[src/rtl/fact_pkg.sv]
// -----------------------------------------------------------------------------
// fact_pkg
// Shared types and constants for the factorial coprocessor.
//   state_t  : controller state encoding (2 bits)
//   PROD_W   : partial-product width for the default configuration
//   prod_w() : partial-product width for any DATA_W/N_W pairing
//   ONE      : accumulator seed value
// -----------------------------------------------------------------------------
package fact_pkg;

    typedef enum logic [1:0] {
        IDLE  = 2'd0,
        CHECK = 2'd1,
        MUL   = 2'd2,
        DONE  = 2'd3
    } state_t;

    localparam int DEF_DATA_W = 32;
    localparam int DEF_N_W    = 8;
    localparam int PROD_W     = DEF_DATA_W + DEF_N_W;

    localparam logic ONE = 1'b1;

    function automatic int prod_w(input int data_w, input int n_w);
        return data_w + n_w;
    endfunction

endpackage

[src/rtl/factorial_engine_if.sv]
// -----------------------------------------------------------------------------
// factorial_engine_if
// Core-side request/response bundle of the factorial coprocessor.
//   start    : request (core -> engine)
//   n        : operand, N_W bits (core -> engine)
//   busy     : operation in progress (engine -> core)
//   done     : one-cycle completion pulse (engine -> core)
//   result   : n! (mod 2^DATA_W, or saturated), DATA_W bits (engine -> core)
//   overflow : true n! did not fit in DATA_W bits (engine -> core)
// Modports: master = core side, slave = engine side.
// -----------------------------------------------------------------------------
interface factorial_engine_if #(
    parameter int DATA_W = 32,
    parameter int N_W    = 8
);
    logic              start;
    logic [N_W-1:0]    n;
    logic              busy;
    logic              done;
    logic [DATA_W-1:0] result;
    logic              overflow;

    modport master (
        output start, n,
        input  busy, done, result, overflow
    );

    modport slave (
        input  start, n,
        output busy, done, result, overflow
    );
endinterface

[src/rtl/factorial_engine_seq_mul.sv]
// -----------------------------------------------------------------------------
// seq_mul
// Sequential shift-add multiplier: DATA_W x N_W -> DATA_W+N_W bits, one bit of
// b per cycle, N_W cycles per product.
//   clk, rst : clock / async active-high reset (clears only the run flag)
//   go       : load a and b and start a product
//   a, b     : multiplicand (DATA_W) and multiplier (N_W)
//   valid    : high during the N_W-th cycle after go
//   prod     : final product, meaningful while valid is high
// -----------------------------------------------------------------------------
module seq_mul
    import fact_pkg::*;
#(
    parameter int DATA_W = 32,
    parameter int N_W    = 8
) (
    input  logic                              clk,
    input  logic                              rst,
    input  logic                              go,
    input  logic [DATA_W-1:0]                 a,
    input  logic [N_W-1:0]                    b,
    output logic                              valid,
    output logic [prod_w(DATA_W, N_W)-1:0]    prod
);
    localparam int PW = prod_w(DATA_W, N_W);
    localparam int CW = $clog2(N_W + 1);

    logic          run;
    logic [CW-1:0] k;
    logic [PW-1:0] a_r;
    logic [PW-1:0] p_r;
    logic [N_W-1:0] b_r;
    logic [PW-1:0] p_nxt;

    // The product leaves through p_nxt so the caller can capture it on the
    // same edge that performs the final add step.
    assign p_nxt = p_r + (b_r[0] ? a_r : '0);
    assign prod  = p_nxt;
    assign valid = run && (k == CW'(N_W - 1));

    always_ff @(posedge clk or posedge rst) begin
        if (rst)        run <= 1'b0;
        else if (go)    run <= 1'b1;
        else if (valid) run <= 1'b0;
    end

    always_ff @(posedge clk) begin
        if (go) begin
            a_r <= PW'(a);
            b_r <= b;
            p_r <= '0;
            k   <= '0;
        end else if (run) begin
            a_r <= a_r << 1;
            b_r <= b_r >> 1;
            p_r <= p_nxt;
            k   <= k + CW'(1);
        end
    end

endmodule

[src/rtl/factorial_engine.sv]
// -----------------------------------------------------------------------------
// factorial_engine
// Iterative n! coprocessor. Accepts start in IDLE, then alternates CHECK and
// an N_W-cycle MUL until the down-counter reaches 1, then pulses done.
//   clk1 : sole clock, rising edge
//   rst  : asynchronous, active-high reset
//   bus  : factorial_engine_if.slave (start, n in; busy, done, result,
//          overflow out -- all outputs registered)
// Build option: define FACT_SAT_EN to load all-ones into result whenever
// overflow is set; otherwise result is n! mod 2^DATA_W.
// -----------------------------------------------------------------------------
module factorial_engine
    import fact_pkg::*;
#(
    parameter int DATA_W = DEF_DATA_W,
    parameter int N_W    = DEF_N_W
) (
    input  logic                clk1,
    input  logic                rst,
    factorial_engine_if.slave   bus
);
    localparam int PW = prod_w(DATA_W, N_W);

    state_t            state;
    state_t            state_nxt;
    logic [N_W-1:0]    cnt;
    logic [DATA_W-1:0] acc;
    logic              ovf;

    logic              mul_go;
    logic              mul_valid;
    logic [PW-1:0]     mul_prod;

    logic              busy_r;
    logic              done_r;
    logic [DATA_W-1:0] result_r;
    logic              overflow_r;

    function automatic logic [DATA_W-1:0] sat_result(
        input logic [DATA_W-1:0] value,
        input logic              sat
    );
        return sat ? {DATA_W{1'b1}} : value;
    endfunction

    seq_mul #(
        .DATA_W (DATA_W),
        .N_W    (N_W)
    ) u_mul (
        .clk   (clk1),
        .rst   (rst),
        .go    (mul_go),
        .a     (acc),
        .b     (cnt),
        .valid (mul_valid),
        .prod  (mul_prod)
    );

    always_comb begin
        state_nxt = state;
        mul_go    = 1'b0;
        case (state)
            IDLE:  if (bus.start) state_nxt = CHECK;
            CHECK: begin
                if (cnt <= N_W'(1)) begin
                    state_nxt = DONE;
                end else begin
                    mul_go    = 1'b1;
                    state_nxt = MUL;
                end
            end
            MUL:   if (mul_valid) state_nxt = CHECK;
            DONE:  state_nxt = IDLE;
            default: state_nxt = IDLE;
        endcase
    end

    always_ff @(posedge clk1 or posedge rst) begin
        if (rst) state <= IDLE;
        else     state <= state_nxt;
    end

    // cnt only decrements after a multiply, and a multiply is only launched
    // from cnt >= 2, so the counter never wraps.
    always_ff @(posedge clk1) begin
        if (state == IDLE && bus.start) begin
            cnt <= bus.n;
            acc <= DATA_W'(ONE);
            ovf <= 1'b0;
        end else if (state == MUL && mul_valid) begin
            acc <= mul_prod[DATA_W-1:0];
            ovf <= ovf | (|mul_prod[PW-1:DATA_W]);
            cnt <= cnt - N_W'(1);
        end
    end

    // Outputs are decoded from the next state so they line up with the state
    // register; result/overflow only move on DONE entry.
    always_ff @(posedge clk1 or posedge rst) begin
        if (rst) begin
            busy_r     <= 1'b0;
            done_r     <= 1'b0;
            result_r   <= '0;
            overflow_r <= 1'b0;
        end else begin
            busy_r <= (state_nxt == CHECK) || (state_nxt == MUL);
            done_r <= (state_nxt == DONE);
            if (state_nxt == DONE) begin
                overflow_r <= ovf;
`ifdef FACT_SAT_EN
                result_r   <= sat_result(acc, ovf);
`else
                result_r   <= acc;
`endif
            end
        end
    end

    assign bus.busy     = busy_r;
    assign bus.done     = done_r;
    assign bus.result   = result_r;
    assign bus.overflow = overflow_r;

endmodule

[src/flat_wrapper.sv]
// flat-port wrapper written by rule: the top's interface ports become plain ports
module factorial_engine_flat import fact_pkg::*;
#(
    parameter int DATA_W = DEF_DATA_W,
    parameter int N_W    = DEF_N_W
)
  (clk1, rst, bus_start, bus_n, bus_busy, bus_done, bus_result, bus_overflow);
  factorial_engine_if #(.DATA_W(DATA_W), .N_W(N_W)) bus_i ();
  input  logic clk1;
  input  logic rst;
  input wire logic [$bits(bus_i.start)-1:0] bus_start;
  input wire logic [$bits(bus_i.n)-1:0] bus_n;
  output wire logic [$bits(bus_i.busy)-1:0] bus_busy;
  output wire logic [$bits(bus_i.done)-1:0] bus_done;
  output wire logic [$bits(bus_i.result)-1:0] bus_result;
  output wire logic [$bits(bus_i.overflow)-1:0] bus_overflow;
  assign bus_i.start = bus_start;
  assign bus_i.n = bus_n;
  assign bus_busy = bus_i.busy;
  assign bus_done = bus_i.done;
  assign bus_result = bus_i.result;
  assign bus_overflow = bus_i.overflow;
  factorial_engine #(.DATA_W(DATA_W), .N_W(N_W)) u_core (.clk1(clk1), .rst(rst), .bus(bus_i));
endmodule
[config.mk]
export PLATFORM = sky130hd
export DESIGN_NAME = factorial_engine_flat
export DESIGN_NICKNAME = d
export VERILOG_FILES = /design/src/rtl/fact_pkg.sv /design/src/rtl/factorial_engine_if.sv /design/src/rtl/factorial_engine_seq_mul.sv /design/src/rtl/factorial_engine.sv /design/src/flat_wrapper.sv
export SDC_FILE = /design/constraint.sdc
export NUM_CORES = 1
export LEC_CHECK = 0
export CORE_MARGIN = 2
export CORE_UTILIZATION = 35
export DETAILED_ROUTE_END_ITERATION = 12
export GPL_TIMING_DRIVEN = 1
export SLEW_MARGIN = 20
export SYNTH_ARGS = -nofsm -noshare
export SYNTH_HDL_FRONTEND = slang
export SYNTH_SLANG_ARGS = --single-unit
[constraint.sdc]
create_clock -name clk1 -period 13.5 [get_ports clk1]
set_input_delay 4.05 -clock clk1 [delete_from_list [all_inputs] [get_ports clk1]]
set_output_delay 4.05 -clock clk1 [all_outputs]
set_load 0.01 [all_outputs]
==> impl_metrics.py <==
metrics = {
    "outcome": {
        "status": "finished, final reports clean",
    },
    "routing": {
        "routedWlPerCell_um": 16.3,
        "routed_wl_mm": 21.2,
        "drtIter0Drc": 430,
        "dr.pass1.iters": 5,
        "via_count": 6820,
        "ant_nets": 0,
        "vias_per_cell": 5.22,
        "drc": 0,
    },
    "worst_setup_path": {
        "critPathLaunch": "bus_start",
        "end_kind": "flip-flop",
        "path_max_fanout": 52,
        "crit_path_start_kind": "input port",
        "worst-setup-path-type": "in2reg",
        "timing.rr.start": "u_core.u_mul.b_r[0]",
        "required_ns": 13.82,
        "arrival_ns": 6.36,
    },
    "die": {
        "die_w_um": 166,
        "core.rowCount": 59,
        "dieHeight_um": 166,
        "core_mm2": 0.0259,
        "io_pins": 46,
        "start_util": 0.355,
        "die_area_mm2": 0.0276,
    },
    "clock_tree": {
        "ctsResizeCount": 0,
        "htree_levels": 4,
        "cts.sinks": 171,
        "clockBufferDepth": 2,
        "cts_buffers": 17,
        "ctsHoldBuffers": 0,
        "post_cts_buffers": 0,
        "cts_tree": "built",
        "clock-root-buffer": "clkbuf_16",
        "clock_latency_ns": 0.44,
        "path_clk_slew_ns": 0.07,
    },
    "final_layout": {
        "nFillCells": 2535,
        "mostFrequentLayoutCell": "dfxtp_1",
        "layout_common_cells": "dfxtp_1 (85), nand2_1 (80), nor2_1 (74)",
        "drive_gt1_frac": 0.141,
        "nets": 1013,
        "synthToLayoutAreaGrowth_pct": 14.0,
        "multi_input_area_mm2": 0.00485,
        "seqCellArea_mm2": 0.00410,
        "num_antenna_cells": 0,
    },
    "placement": {
        "io_buffers": 45,
        "place_ws_ns": 7.01,
        "hpwl_mm": 14.2,
        "place_congestion": 0.856,
    },
    "synthesis": {
        "async_flop_share": 0.222,
        "syn_avg_cell_area_um2": 9.79,
        "syn_nets": 995,
        "seq_area_frac_synth": 0.445,
        "synth_edf_count": 48,
        "synth_cells": 940,
        "ys.flop_type": "dfxtp_1",
        "synth-seq-cells": 171,
        "synth_warnings": 0,
        "netlist_area_mm2": 0.00920,
        "synthDistinctLibCells": 67,
    },
    "sta": {
        "fin_crit_sh": 0.448,
        "max_freq_mhz": 165,
        "fin_crit_ns": 6.04,
        "fin_worst_skew_ns": 0.0134,
        "setup_viol": 0,
        "worstMarginPinSlew_ns": 0.936,
        "fin_setup_tns_ns": 0,
        "drv_slew": 0,
        "rsz0062_at_grt": "no",
        "slew_headroom": 0.376,
        "hold_violations": 0,
        "timing.final.ws_setup_ns": 7.46,
    },
    "power_and_ir_drop": {
        "p_per_area_mw_per_mm2": 95.6,
        "leakage_nw": 4.42,
        "ir_drop_mv": 0.0890,
    },
    "global_route": {
        "gr-total-overflow": 0,
        "antenna_found_initial": 0,
        "grt_pass1_vias": 6669,
        "grt_util_all_layers": 0.155,
        "grt_pass1_wl_mm": 35.0,
        "grt_max_degree": 65,
    },
    "run": {
        "cap_violations": 0,
    },
    "hold_path": {
        "hold_start": "u_core.u_mul.p_r[19]",
        "holdCritPathClass": "reg2reg",
    },
}
[kinds of logic (layout without fill, tap and decap cells)]
logic type,count (synthesis),count (layout),synth area share
compound gates,198,198,0.138
xor+xnor,44,44,0.0419
fa+ha+maj,44,44,0.0607
buf+inv,71,102,0.0318
flops,171,171,0.445
mux,95,95,0.113
simple gates,317,317,0.170
[Yosys cell counts (28+ instances only)]
cell	instances	area [um^2]
a21oi_1	61	305
and2_1	44	275
clkbuf_1	36	135
dfrtp_1	38	951
dfxtp_1	85	1700
edfxtp_1	48	1440
ha_1	43	538
mux2_2	71	800
nand2_1	80	300
nand3_1	43	215
nor2_1	75	282
o21ai_0	53	265
xnor2_1	28	245
[layout make-up]
class,instances,area share
clock inverter,11,0.00799
inverter,17,0.00608
tap,335,0.0399
clock buffer,21,0.0450
sequential,171,0.390
multi-input combinational,698,0.462
timing repair buffer,53,0.0487
[flip-flops by register name, indices dropped and copies added, names as in the netlist]
register and flops:
u_core.acc 32, u_core.bus.busy 1, u_core.bus.done 1, u_core.bus.overflow 1
u_core.bus.result 32, u_core.cnt 8, u_core.ovf 1, u_core.state 2
u_core.u_mul.a_r 40, u_core.u_mul.b_r 8, u_core.u_mul.k 4, u_core.u_mul.p_r 40
u_core.u_mul.run 1
[worst max-delay path, stage by stage]
cell             delay [ns]
clkdlybuf4s50_1        0.47
nand2_2                0.04
buf_4                  0.32
nand3_1                0.20
ha_2                   0.81
mux2_2                 0.41
[metal layers]
layer | up-vias | part of all wire | track usage
li1 | 3402 | - | -
met1 | 3268 | 0.51 | 0.223
met2 | 137 | 0.45 | 0.241
met3 | 13 | 0.034 | 0.0269
met4 | 0 | 0.0097 | 0.0423
met5 | - | 0 | 0
[through the flow]
step                       util  total power, W  instance area (um^2)  cells  hold WS [ns]
after global routing      0.405         0.00104                 10500   1306         0.502
final                     0.405         0.00100                 10500   1306         0.472
after floorplan               -        0.000539                  9200    940         0.440
after CTS                 0.405         0.00101                 10500   1306         0.474
after global placement    0.383        0.000542                  9930   1274         0.454
after detailed placement  0.383        0.000542                  9930   1274         0.459
[where the power goes]
part | leakage (nW) | switching, W | internal, W
logic | 2.44 | 0.00000279 | 0.00000254
clock network | 0.272 | 0.000218 | 0.000254
registers | 1.71 | 0 | 0.000526
total | 4.42 | 0.000220 | 0.000782
[worst paths after layout]
check                                        end  slack [ns]  cells past startpoint
setup reg to reg                      u_core.ovf        9.85                     13
min in group asynchronous   u_core.bus.result[8]        4.12                      2
setup / recovery           u_core.bus.result[31]        7.46                      6
hold reg to reg             u_core.u_mul.p_r[19]        0.47                      2
hold / removal              u_core.u_mul.p_r[19]        0.47                      2
max in group asynchronous       u_core.u_mul.run        8.76                      2
No activity file was read; power rests on OpenSTA's default activity.
